## src/rtl/dds_panel_ctrl_if.sv

```systemverilog
// Front-panel request/configuration bundle between the button conditioning
// logic, the panel controller and the DDS core.
interface dds_panel_ctrl_if;
    logic        iBtnWave;
    logic        iBtnStep;
    logic        iBtnUp;
    logic        iBtnDown;
    logic        iUpHeld;
    logic        iDownHeld;
    logic        iCfgReady;
    logic        oCfgValid;
    logic [1:0]  oWaveSel;
    logic [31:0] oTuneWord;
    logic [2:0]  oStepIdx;

    modport master (
        output iBtnWave, iBtnStep, iBtnUp, iBtnDown, iUpHeld, iDownHeld, iCfgReady,
        input  oCfgValid, oWaveSel, oTuneWord, oStepIdx
    );

    modport slave (
        input  iBtnWave, iBtnStep, iBtnUp, iBtnDown, iUpHeld, iDownHeld, iCfgReady,
        output oCfgValid, oWaveSel, oTuneWord, oStepIdx
    );
endinterface

```

## src/rtl/dds_panel_ctrl.sv

```systemverilog
// DDS front-panel controller: arbitrates button pulses into waveform/step/tuning
// updates delivered over valid/ready. Define PANEL_AUTOREPEAT_EN for held-button repeat.
module dds_panel_ctrl #(
    parameter logic [31:0] FTW_RESET    = 32'd42950,
    parameter logic [31:0] FTW_MIN      = 32'd43,
    parameter logic [31:0] FTW_MAX      = 32'd858993459,
    parameter logic [31:0] FTW_STEP0    = 32'd43,
    parameter int          STEP_SHIFT   = 3,
    parameter int          STEP_MAX     = 5,
    parameter int          REPEAT_DELAY = 50000000,
    parameter int          REPEAT_RATE  = 10000000
) (
    input logic             CLK,
    input logic             RESET,
    dds_panel_ctrl_if.slave bus
);

    typedef enum logic { IDLE, LOAD } state_e;

    // Pending-request bit positions
    localparam int P_WAVE = 0;
    localparam int P_STEP = 1;
    localparam int P_UP   = 2;
    localparam int P_DOWN = 3;

    state_e      state_q, state_d;
    logic [3:0]  pend_q, pend_d;
    logic [3:0]  req_set, req_clr;
    logic [1:0]  wave_q, wave_d;
    logic [31:0] ftw_q, ftw_d;
    logic [2:0]  idx_q, idx_d;
    logic [7:0]  shamt;
    logic [31:0] step_val, head_up, head_dn;
    logic [1:0]  rep_fire;   // [0] up, [1] down

    assign shamt    = 8'(STEP_SHIFT) * {5'd0, idx_q};
    assign step_val = FTW_STEP0 << shamt;
    assign head_up  = FTW_MAX - ftw_q;
    assign head_dn  = ftw_q - FTW_MIN;

`ifdef PANEL_AUTOREPEAT_EN
    logic [1:0]       held;
    logic [1:0][31:0] rep_cnt_q, rep_cnt_d;
    logic [1:0]       rep_arm_q, rep_arm_d;
    logic [1:0][31:0] rep_inc;

    // Pressing both directions at once suppresses repeat entirely
    assign held = {bus.iDownHeld, bus.iUpHeld} & ~{2{bus.iUpHeld & bus.iDownHeld}};

    always_comb begin
        rep_cnt_d = rep_cnt_q;
        rep_arm_d = rep_arm_q;
        rep_fire  = 2'b00;
        for (int i = 0; i < 2; i++) begin
            rep_inc[i] = rep_cnt_q[i] + 32'd1;
            if (!held[i]) begin
                rep_cnt_d[i] = '0;
                rep_arm_d[i] = 1'b0;
            end else if (rep_inc[i] == (rep_arm_q[i] ? 32'(REPEAT_RATE) : 32'(REPEAT_DELAY))) begin
                rep_fire[i]  = 1'b1;
                rep_cnt_d[i] = '0;
                rep_arm_d[i] = 1'b1;
            end else begin
                rep_cnt_d[i] = rep_inc[i];
            end
        end
    end

    always_ff @(posedge CLK) begin
        if (RESET) begin
            rep_cnt_q <= '0;
            rep_arm_q <= '0;
        end else begin
            rep_cnt_q <= rep_cnt_d;
            rep_arm_q <= rep_arm_d;
        end
    end
`else
    assign rep_fire = 2'b00;
`endif

    assign req_set = {bus.iBtnDown | rep_fire[1], bus.iBtnUp | rep_fire[0],
                      bus.iBtnStep, bus.iBtnWave};

    always_comb begin
        state_d = state_q;
        wave_d  = wave_q;
        ftw_d   = ftw_q;
        idx_d   = idx_q;
        req_clr = '0;
        case (state_q)
            IDLE: begin
                if (pend_q[P_WAVE]) begin
                    req_clr[P_WAVE] = 1'b1;
                    wave_d          = wave_q + 2'd1;
                    state_d         = LOAD;
                end else if (pend_q[P_STEP]) begin
                    req_clr[P_STEP] = 1'b1;
                    idx_d           = (idx_q == 3'(STEP_MAX)) ? 3'd0 : idx_q + 3'd1;
                    state_d         = LOAD;
                end else if (pend_q[P_UP] && pend_q[P_DOWN]) begin
                    // Opposing requests cancel without a transaction
                    req_clr[P_UP]   = 1'b1;
                    req_clr[P_DOWN] = 1'b1;
                end else if (pend_q[P_UP]) begin
                    req_clr[P_UP] = 1'b1;
                    ftw_d         = (head_up < step_val) ? FTW_MAX : ftw_q + step_val;
                    state_d       = LOAD;
                end else if (pend_q[P_DOWN]) begin
                    req_clr[P_DOWN] = 1'b1;
                    ftw_d           = (head_dn < step_val) ? FTW_MIN : ftw_q - step_val;
                    state_d         = LOAD;
                end
            end
            LOAD: begin
                if (bus.iCfgReady) state_d = IDLE;
            end
            default: state_d = IDLE;
        endcase
        // A pulse landing on the servicing edge survives the clear
        pend_d = (pend_q & ~req_clr) | req_set;
    end

    always_ff @(posedge CLK) begin
        if (RESET) begin
            state_q <= IDLE;
            pend_q  <= '0;
            wave_q  <= '0;
            ftw_q   <= FTW_RESET;
            idx_q   <= '0;
        end else begin
            state_q <= state_d;
            pend_q  <= pend_d;
            wave_q  <= wave_d;
            ftw_q   <= ftw_d;
            idx_q   <= idx_d;
        end
    end

    assign bus.oCfgValid = (state_q == LOAD);
    assign bus.oWaveSel  = wave_q;
    assign bus.oTuneWord = ftw_q;
    assign bus.oStepIdx  = idx_q;

endmodule

```

## src/flat_wrapper.sv

```systemverilog
// flat-port wrapper written by rule: the top's interface ports become plain ports
module dds_panel_ctrl_flat 
#(
    parameter logic [31:0] FTW_RESET    = 32'd42950,
    parameter logic [31:0] FTW_MIN      = 32'd43,
    parameter logic [31:0] FTW_MAX      = 32'd858993459,
    parameter logic [31:0] FTW_STEP0    = 32'd43,
    parameter int          STEP_SHIFT   = 3,
    parameter int          STEP_MAX     = 5,
    parameter int          REPEAT_DELAY = 50000000,
    parameter int          REPEAT_RATE  = 10000000
)
  (CLK, RESET, bus_iBtnWave, bus_iBtnStep, bus_iBtnUp, bus_iBtnDown, bus_iUpHeld, bus_iDownHeld, bus_iCfgReady, bus_oCfgValid, bus_oWaveSel, bus_oTuneWord, bus_oStepIdx);
  dds_panel_ctrl_if bus_i ();
  input logic CLK;
  input logic RESET;
  input wire logic [$bits(bus_i.iBtnWave)-1:0] bus_iBtnWave;
  input wire logic [$bits(bus_i.iBtnStep)-1:0] bus_iBtnStep;
  input wire logic [$bits(bus_i.iBtnUp)-1:0] bus_iBtnUp;
  input wire logic [$bits(bus_i.iBtnDown)-1:0] bus_iBtnDown;
  input wire logic [$bits(bus_i.iUpHeld)-1:0] bus_iUpHeld;
  input wire logic [$bits(bus_i.iDownHeld)-1:0] bus_iDownHeld;
  input wire logic [$bits(bus_i.iCfgReady)-1:0] bus_iCfgReady;
  output wire logic [$bits(bus_i.oCfgValid)-1:0] bus_oCfgValid;
  output wire logic [$bits(bus_i.oWaveSel)-1:0] bus_oWaveSel;
  output wire logic [$bits(bus_i.oTuneWord)-1:0] bus_oTuneWord;
  output wire logic [$bits(bus_i.oStepIdx)-1:0] bus_oStepIdx;
  assign bus_i.iBtnWave = bus_iBtnWave;
  assign bus_i.iBtnStep = bus_iBtnStep;
  assign bus_i.iBtnUp = bus_iBtnUp;
  assign bus_i.iBtnDown = bus_iBtnDown;
  assign bus_i.iUpHeld = bus_iUpHeld;
  assign bus_i.iDownHeld = bus_iDownHeld;
  assign bus_i.iCfgReady = bus_iCfgReady;
  assign bus_oCfgValid = bus_i.oCfgValid;
  assign bus_oWaveSel = bus_i.oWaveSel;
  assign bus_oTuneWord = bus_i.oTuneWord;
  assign bus_oStepIdx = bus_i.oStepIdx;
  dds_panel_ctrl #(.FTW_RESET(FTW_RESET), .FTW_MIN(FTW_MIN), .FTW_MAX(FTW_MAX), .FTW_STEP0(FTW_STEP0), .STEP_SHIFT(STEP_SHIFT), .STEP_MAX(STEP_MAX), .REPEAT_DELAY(REPEAT_DELAY), .REPEAT_RATE(REPEAT_RATE)) u_core (.CLK(CLK), .RESET(RESET), .bus(bus_i));
endmodule
```

## config.mk

```make
export PLATFORM = sky130hd
export DESIGN_NAME = dds_panel_ctrl_flat
export DESIGN_NICKNAME = d
export VERILOG_FILES = /design/src/rtl/dds_panel_ctrl_if.sv /design/src/rtl/dds_panel_ctrl.sv /design/src/flat_wrapper.sv
export SDC_FILE = /design/constraint.sdc
export NUM_CORES = 1
export LEC_CHECK = 0
export CORE_UTILIZATION = 63
export DETAILED_ROUTE_END_ITERATION = 16
export PLACE_DENSITY = 0.84
export SLEW_MARGIN = 20
export SYNTH_ARGS = -nofsm -noshare
export SYNTH_HDL_FRONTEND = slang
export SYNTH_SLANG_ARGS = --single-unit
export TNS_END_PERCENT = 100
```

## constraint.sdc

```tcl
create_clock -name CLK -period 5.9 [get_ports CLK]
set_input_delay 0.885 -clock CLK [delete_from_list [all_inputs] [get_ports CLK]]
set_output_delay 0.885 -clock CLK [all_outputs]
set_load 0.01 [all_outputs]
```

== Yosys cells after proc, flatten, opt, wreduce, memory -nomap -nowiden ==
Index checks and enable logic that the tools add are counted.

* Bits in registers: 42
* Bits of input ports: 9
* Output and inout bits: 38

* Add/subtract/negate cells: 6
* Multipliers: 1
* $lt $le $gt $ge: 2
* Equal/unequal tests: 1
* Shifts and indexed selects: 1
* Mux-type cells: 20
* Bitwise logic cells: 7
* Reductions and logical operators: 5

{| class="wikitable"
|+ Operators with widths
! cell !! number
|-
| $mux W32 || 4
|-
| $lt A32 B32 Y1 || 2
|-
| $add A32 B32 Y32 || 1
|-
| $shl A6 B5 Y32 const A || 1
|-
| $sub A30 B32 Y32 const A || 1
|-
| $sub A32 B32 Y32 || 1
|-
| $sub A32 B6 Y32 const B || 1
|-
| $mux W1 || 10
|-
| $mux W3 || 2
|-
| $mul A2 B3 Y5 const A || 1
|-
| $reduce_and A5 Y1 || 1
|-
| $and A4 B4 Y4 || 1
|-
| $mux W2 || 2
|-
| $mux W4 || 1
|-
| $not A1 Y1 || 4
|-
| $not A4 Y4 || 1
|-
| $or A4 B4 Y4 || 1
|-
| $add A3 B1 Y3 const B || 1
|-
| $eq A3 B3 Y1 const B || 1
|-
| $reduce_and A3 Y1 || 1
|-
| $add A2 B1 Y2 const B || 1
|-
| $pmux W1 S2 || 1
|-
| $reduce_and A2 Y1 || 1
|-
| $reduce_bool A2 Y1 || 1
|-
| $logic_and A1 B1 Y1 || 1
|}

== Longest topological paths before layout ==
Gate-level depths: netlist of run 1.

* Word-level depth: 9
* Depth in mapped cells: 22
* Depth with buffers taken out: 21

== Worst setup path before layout of run 1 ==
No wires, ideal clock.

* Path type: register to register
* From: register u_core.ftw_q[13], in the netlist u_core.bus.oTuneWord[13]
* To: register u_core.ftw_q[11], in the netlist u_core.bus.oTuneWord[11]
* Arrival time: 5038 ps
* Required time: 5768 ps
* Path slack: 730 ps
* Stages on the path, launching flop included: 20
* Path through: dfxtp_1 -> clkbuf_1 -> or4_1 -> or3_1 -> or4_1 -> or2_2 -> nor3b_1 -> nand2_1 -> xnor2_1 -> ha_1 -> a21o_1 -> a21o_1 -> a221oi_1 -> nor4bb_1 -> a211o_1 -> clkbuf_1 -> buf_1 -> o221ai_1 -> nand3_1 -> a21oi_1

* Cells in the longest elaborated chain, start to end: 5
* Elaborated cells between the ends (all ways): 8
* Those cells by class: add/sub (2); order compare (2); mux (4)

{| class="wikitable"
|+ Ends and longest elaborated chain
! item !! line !! text
|-
| start, declared || dds_panel_ctrl.sv:30 || <nowiki>logic [31:0] ftw_q, ftw_d;</nowiki>
|-
| start signal, assigned || dds_panel_ctrl.sv:135 || <nowiki>ftw_q <= ftw_d;</nowiki>
|-
| $sub A32 B6 Y32 || dds_panel_ctrl.sv:39 || <nowiki>assign head_dn = ftw_q - FTW_MIN;</nowiki>
|-
| $lt A32 B32 Y1 || dds_panel_ctrl.sv:111 || <nowiki>ftw_d = (head_dn < step_val) ? FTW_MIN : ftw_q - step_val;</nowiki>
|-
| $mux W32 || dds_panel_ctrl.sv:111 ||
|-
| $mux W32 || dds_panel_ctrl.sv:109 || <nowiki>end else if (pend_q[P_DOWN]) begin</nowiki>
|-
| $mux W32 (*) || dds_panel_ctrl.sv:105 || <nowiki>end else if (pend_q[P_UP]) begin</nowiki>
|}

Every way passes the cells marked *; elsewhere a longest branch is shown, timed or not. The select of a mux whose other input is x is not followed.
A chain may end at the register's enable or synchronous reset.

== Worst setup path after layout of run 1 ==
* From: register u_core.idx_q[1], in the netlist u_core.bus.oStepIdx[1]
* To: register u_core.ftw_q[29], in the netlist u_core.bus.oTuneWord[29]

* Cells in the longest elaborated chain, start to end: 6
* Elaborated cells between the ends (all ways): 10
* Those cells by class: add/sub (2); mul (1); order compare (2); shift (1); mux (4)

{| class="wikitable"
|+ Ends and longest elaborated chain
! item !! line !! text
|-
| start, declared || dds_panel_ctrl.sv:31 || <nowiki>logic [2:0] idx_q, idx_d;</nowiki>
|-
| start signal, assigned || dds_panel_ctrl.sv:136 || <nowiki>idx_q <= idx_d;</nowiki>
|-
| $mul A2 B3 Y5 (*) || dds_panel_ctrl.sv:36 || <nowiki>assign shamt = 8'(STEP_SHIFT) * {5'd0, idx_q};</nowiki>
|-
| $shl A6 B5 Y32 (*) || dds_panel_ctrl.sv:37 || <nowiki>assign step_val = FTW_STEP0 << shamt;</nowiki>
|-
| $sub A32 B32 Y32 or $lt A32 B32 Y1 (tied branches) || dds_panel_ctrl.sv:111 ||
|-
| $mux W32 || dds_panel_ctrl.sv:111 ||
|-
| $mux W32 || dds_panel_ctrl.sv:109 ||
|-
| $mux W32 (*) || dds_panel_ctrl.sv:105 ||
|}

Marks and branches as above.

==> flow_summary.toml, run 1 <==
[drt]
via_count = 9303
viasPerCell = 6.69
drt.antenna.violating_nets = 0
initialDrtViolationCount = 1189
routed_wl_mm = 27.0
first_pass_iters = 8
drc_errors = 0
routedWlPerCell_um = 19.4

[layout]
drive_above_1_share_pct = 5.99
multiInputGateArea_sq_um = 6910
final_common_cell = "ha_1"
regArea_sq_um = 841
antennaDiodeCount = 0
syn_to_final_growth_pct = 11.6
nets = 1367
fin_area_sq_um = 9230
final_cell_mix = "137 x ha_1, 118 x a21oi_1, 116 x nand2_1"
fillCellCount = 1123

[logic_synthesis]
ys_ff_latch = 42
syn_area_per_cell_sq_um = 6.97
synthesis.nets = 1335
synthArstFlopShare_pct = 0
synth_area_sq_um = 8270
synth_enable_flop_cells = 0
ys.warnings.count = 0
synth_ff_type = "dfxtp_1"
yosysUniqueCellTypes = 66
yosysSeqAreaShare_pct = 10.2
syn_inst = 1186

[timing]
hold_viol_final = 0
skew_ps = 4.10
max_clock_freq_mhz = 180
slew_violations = 0
finalSetupViolations = 0
rsz0062_at_grt = "no"
min_period_ps = 5560
maxSlewHeadroom_pct = 33.1
worst_slew_pin_slew_ps = 1000
hold_slack_ps = 539
finalSetupTns_ps = 0
period_share_pct = 94.3

[global_routing]
grtUsageTotal_pct = 40.4
antenna_found_initial = 0
use_met3_pct = 9.19
grt_first_pass_wirelength_mm = 42.8
grt_busiest_layer = "met2"
grt_pass1_vias = 8237
grt_max_degree = 30
met1_usage_pct = 55.8
use_met2_pct = 59.1
grt-ovfl-total = 0

[placement]
dpl_cell_area_sq_um = 9040
hpwlAfterDp_mm = 20.9
portBuffers = 44
place_congestion = 1.01

[critical_path]
r2r_end = "u_core.bus.oTuneWord[29]"
cp_slowest_cell = "a211oi_1"
crit_buf_inv = 1
reg2reg_from = "u_core.bus.oStepIdx[1]"
worstSetupStartpointType = "register"
cp_top_family = "compound AO/OA/AOI/OAI gates"
cp-end-kind = "register"
cp_max_fo = 9
cp_data_required_time_ps = 6080
cp_cell_sequence = "ha_1, inv_1, fa_1, xnor2_2, nor2_1, nand2_1, ha_1, or2_2, a21oi_1, o2111ai_1, a211oi_1, a21boi_0, o21ai_0, xnor2_1, a21oi_1, a31oi_1"
cp-endpoint = "u_core.bus.oTuneWord[29]"
startpoint = "u_core.bus.oStepIdx[1]"
worstPathArrival_ps = 5740
worst-setup-path-type = "reg -> reg"
r2r_slack_ps = 340
rr_worst_depth = 16
path_depth = 16
cpPeakStageDelay_ps = 560

[floorplanning]
die_x_um = 117
core_area_sq_um = 12700
initial_core_util_pct = 65.0
fp-row-count = 41
ios = 47
die_height_um = 117
die-area_sq_um = 13600

[clock_tree]
cts_root_buf = "clkbuf_16"
cts_sinks = 42
cts_tree = "built"
postCtsSetupBuffers = 0
path_clk_slew_ps = 70
h-tree-depth = 2
cts-buffers-inserted = 5
clk_latency_ps = 300
clockBufferDepth = 2

[hold_path]
hold_path_class = "reg -> reg"

[power_and_ir_drop]
p_per_area_nw_per_um2 = 226
p_leak_uw = 0.00429
ir_drop_uv = 144
p_total_uw = 2080

[status]
status = "finished, final reports clean"

[flow_run]
maxCapViolCount = 0
what timing repair did:
item	CTS	global route
gates resized for setup	0	2
setup endpoints to repair	0	11
hold buffers	0	0
Yosys cell counts, types with 9 or more instances:
cell        n  area [sq um]
ha_1      137          1710
a21oi_1   118           591
nand2_1   116           435
nor2_1    105           394
o21ai_0    78           390
inv_1      74           278
clkbuf_1   61           229
xnor2_1    43           377
dfxtp_1    42           841
xor2_1     38           333
a21o_1     27           203
nor3_1     27           135
nand3_1    26           130
nand4_1    20           125
a211oi_1   19           143
a31oi_1    18           113
nand2b_1   16           100
nor2b_1    15          93.8
o31ai_1    15           113
nor4_1     11          68.8
o21a_1     11          82.6
o21bai_1    9          67.6
or3_1       9          56.3
power breakdown:
group | internal, uW | total (uW) | switching (uW)
Combinational | 564 | 1370 | 802
Sequential | 312 | 379 | 67.5
Clock | 200 | 337 | 137
Total | 1080 | 2080 | 1010
worst min path at each step:
stage	slack, ps	startpoint	cells after the start	endpoint
after floorplan	490	u_core.pend_q[1]	2	u_core.pend_q[1]
after global placement	500	u_core.bus.oWaveSel[1]	2	u_core.bus.oWaveSel[1]
after detailed placement	520	u_core.pend_q[1]	2	u_core.pend_q[1]
after CTS	530	u_core.pend_q[1]	2	u_core.pend_q[1]
after global routing	570	u_core.pend_q[1]	2	u_core.pend_q[1]
final	540	u_core.pend_q[1]	2	u_core.pend_q[1]
sequential cells by signal, summed over array words and instances (netlist names):
register,flops
u_core.bus.oTuneWord,32
u_core.pend_q,4
u_core.bus.oStepIdx,3
u_core.bus.oWaveSel,2
u_core.bus.oCfgValid,1
stage by stage:
step / setup WS [ps] / std cells / utilization, %
2_1_floorplan: 730 / 1186 / -
6_report: 339 / 1391 / 72.5
4_1_cts: 341 / 1391 / 72.4
3_3_place_gp: 510 / 1383 / 71.1
3_5_place_dp: 382 / 1383 / 71.1
5_1_grt: 31.8 / 1391 / 72.5
worst reg2reg max path, stage by stage, from the launching register on:
cell and delay, ps:
dfxtp_1 480, ha_1 300, inv_1 100, fa_1 500, xnor2_2 260, nor2_1 370, nand2_1 270, ha_1 390
or2_2 330, a21oi_1 370, o2111ai_1 270, a211oi_1 560, a21boi_0 320, o21ai_0 550, xnor2_1 120, a21oi_1 170
a31oi_1 90
area by class of cell:
cell class	count	share of cell area [%]
Sequential cell	42	9.11
Timing Repair Buffer	93	8.76
Clock buffer	5	1.36
Tap cell	172	2.33
Inverter	76	3.09
Clock inverter	3	0.488
Multi-Input combinational cell	1000	74.9
cells by family after synthesis:
logic type | synth area share [%]
AOI/OAI and AO/OA | 30.9
and+or+nand+nor | 21.6
buffers and inverters | 6.55
adders and majority gates | 21.5
xor gates and xnor gates | 8.58
DFF | 10.2
muxes | 0.727
routing by layer:
layer	part of all wire (%)	wire length (um)	up-vias
met5	0	0	-
met4	4.5	1220	0
li1	-	-	4367
met2	41	11000	595
met1	43	11600	4242
met3	12	3250	99
Power figures use the tool's default switching activity.
==> run 2, diff against run 1 <==
--- a/config.mk
+++ b/config.mk
@@ -8,7 +8,7 @@
 export CORE_UTILIZATION = 63
 export DETAILED_ROUTE_END_ITERATION = 16
 export PLACE_DENSITY = 0.84
-export SLEW_MARGIN = 20
+export SLEW_MARGIN = 5
 export SYNTH_ARGS = -nofsm -noshare
 export SYNTH_HDL_FRONTEND = slang
 export SYNTH_SLANG_ARGS = --single-unit
==> results of run 2 <==
Final layout, timing and power as in run 1 (identical DEF).
==> run 3, diff against run 2 <==
--- a/config.mk
+++ b/config.mk
@@ -5,9 +5,11 @@
 export SDC_FILE = /design/constraint.sdc
 export NUM_CORES = 1
 export LEC_CHECK = 0
-export CORE_UTILIZATION = 63
+export CORE_UTILIZATION = 65
+export CTS_CLUSTER_SIZE = 8
 export DETAILED_ROUTE_END_ITERATION = 16
-export PLACE_DENSITY = 0.84
+export DONT_BUFFER_PORTS = 1
+export PLACE_DENSITY = 0.81
 export SLEW_MARGIN = 5
 export SYNTH_ARGS = -nofsm -noshare
 export SYNTH_HDL_FRONTEND = slang
==> run 3 against run 2 <==
Net effect: clock-buffer cell count stayed put; design area decreased by 5.1%; clock skew is 4.3 ps higher; total power decreased by 3.6%; largest cell class unchanged; largest power group unchanged; highest routed layer unchanged.
==> flow_summary.toml, run 3 (same netlist as run 1, synthesis figures left out) <==
[timing]
max_clock_freq_mhz = 178
maxSlewHeadroom_pct = 28.8
rsz0062_at_grt = "no"
skew_ps = 8.37
hold_viol_final = 0
period_share_pct = 95.0
worst_slew_pin_slew_ps = 1060
layout_setup_ws_ps = 294
slew_violations = 0
finalSetupViolations = 0
finalSetupTns_ps = 0
min_period_ps = 5610

[critical_path]
r2r_slack_ps = 290
crit_buf_inv = 1
worst-setup-path-type = "reg -> reg"
cp-end-kind = "register"
cp_max_fo = 9
cp_top_family = "compound AO/OA/AOI/OAI gates"
startpoint = "u_core.bus.oStepIdx[1]"
r2r_end = "u_core.bus.oTuneWord[29]"
reg2reg_from = "u_core.bus.oStepIdx[1]"
cp_data_required_time_ps = 6090
cpPeakStageDelay_ps = 530
rr_worst_depth = 16
cp-endpoint = "u_core.bus.oTuneWord[29]"
worstPathArrival_ps = 5800
cp_cell_sequence = "ha_1, inv_1, fa_1, xnor2_2, nor2_1, nand2_1, ha_1, or2_2, a21oi_1, o2111ai_1, a211oi_1, a21boi_0, o21ai_0, xnor2_1, a21oi_1, a31oi_1"
path_depth = 16
cp_slowest_cell = "dfxtp_1"
worstSetupStartpointType = "register"

[placement]
portBuffers = 0
hpwlAfterDp_mm = 20.7
place_congestion = 1.04
place_worst_setup_slack_ps = 401

[drt]
drt.antenna.violating_nets = 0
drc_errors = 0
viasPerCell = 6.77
routed_wl_mm = 26.6
via_count = 9049
initialDrtViolationCount = 1182
routedWlPerCell_um = 19.9
first_pass_iters = 8

[clock_tree]
cts_root_buf = "clkbuf_16"
path_clk_slew_ps = 70
postCtsSetupBuffers = 0
cts-buffers-inserted = 5
h-tree-depth = 2
cts_tree = "built"
clk_latency_ps = 310
clockBufferDepth = 2
cts_sinks = 42

[global_routing]
grt-ovfl-total = 0
grt_max_degree = 30
antenna_found_initial = 0
grtUsageTotal_pct = 40.8
grt_first_pass_wirelength_mm = 42.0
grt_pass1_vias = 8022

[layout]
multiInputGateArea_sq_um = 6930
regArea_sq_um = 841
nets = 1317
drive_above_1_share_pct = 5.90
syn_to_final_growth_pct = 5.95
final_cell_mix = "137 x ha_1, 118 x a21oi_1, 116 x nand2_1"
fillCellCount = 1058
post-route-util_pct = 71.7
final_common_cell = "ha_1"
antennaDiodeCount = 0
largest_register_ffs = 32

[power_and_ir_drop]
p_total_uw = 2010
ir_drop_uv = 149
p_per_area_nw_per_um2 = 229
p_leak_uw = 0.00411

[hold_path]
hold_path_class = "reg -> reg"

[floorplanning]
core_area_sq_um = 12200
ios = 47
die_x_um = 115
die-area_sq_um = 13200
initial_core_util_pct = 67.7
fp-row-count = 40
die_height_um = 115

[flow_run]
maxCapViolCount = 0

[status]
status = "finished, final reports clean"
run 3: cell type report:
| cell class | count | share of cell area, % |
|---|---|---|
| multi-input combinational | 1000 | 79.1 |
| sequential | 42 | 9.60 |
| timing repair buffer | 43 | 3.97 |
| inverter | 76 | 3.26 |
| tap | 168 | 2.40 |
| clock buffer | 5 | 1.43 |
| clock inverter | 3 | 0.243 |
run 3: power breakdown:
part	switching [uW]	total, uW	internal, uW
combinational	788	1320	535
sequential	77.0	389	312
clock	138	295	157
run 3: metrics by stage:
stage               instances  instance area (sq um)  hold WS (ps)
global route             1337                   8760           570
finish                   1337                   8760           540
CTS                      1337                   8720           533
global placement         1329                   8580           503
detailed placement       1329                   8580           522
floorplan                1186                   8270           489
run 3: worst min-delay path by stage:
stage               cells past startpoint  slack (ps)             start          endpoint
floorplan                               2         490  u_core.pend_q[1]  u_core.pend_q[1]
global placement                        2         500  u_core.pend_q[1]  u_core.pend_q[1]
detailed placement                      2         520  u_core.pend_q[1]  u_core.pend_q[1]
CTS                                     2         530  u_core.pend_q[1]  u_core.pend_q[1]
global route                            2         570  u_core.pend_q[1]  u_core.pend_q[1]
finish                                  2         540  u_core.pend_q[1]  u_core.pend_q[1]
run 3: timing repair:
action | CTS | global route
hold buffers | 0 | 0
gates resized for setup | 0 | 5
endpoints found under the setup margin | 0 | 20
endpoints found under the hold margin | 0 | 0
run 3: worst min-delay path, stage by stage, from the launching register on:
cell and delay, ps:
dfxtp_1 350, o21ai_0 80, a21oi_1 60
run 3: metal layers:
| metal | wire (um) | track usage, % | vias to the layer above |
|---|---|---|---|
| met1 | 11600 | 58.6 | 4163 |
| met4 | 965 | 13.8 | 0 |
| li1 | - | - | 4276 |
| met2 | 11100 | 61.9 | 541 |
| met3 | 2960 | 6.17 | 69 |
| met5 | 0 | 0 | - |
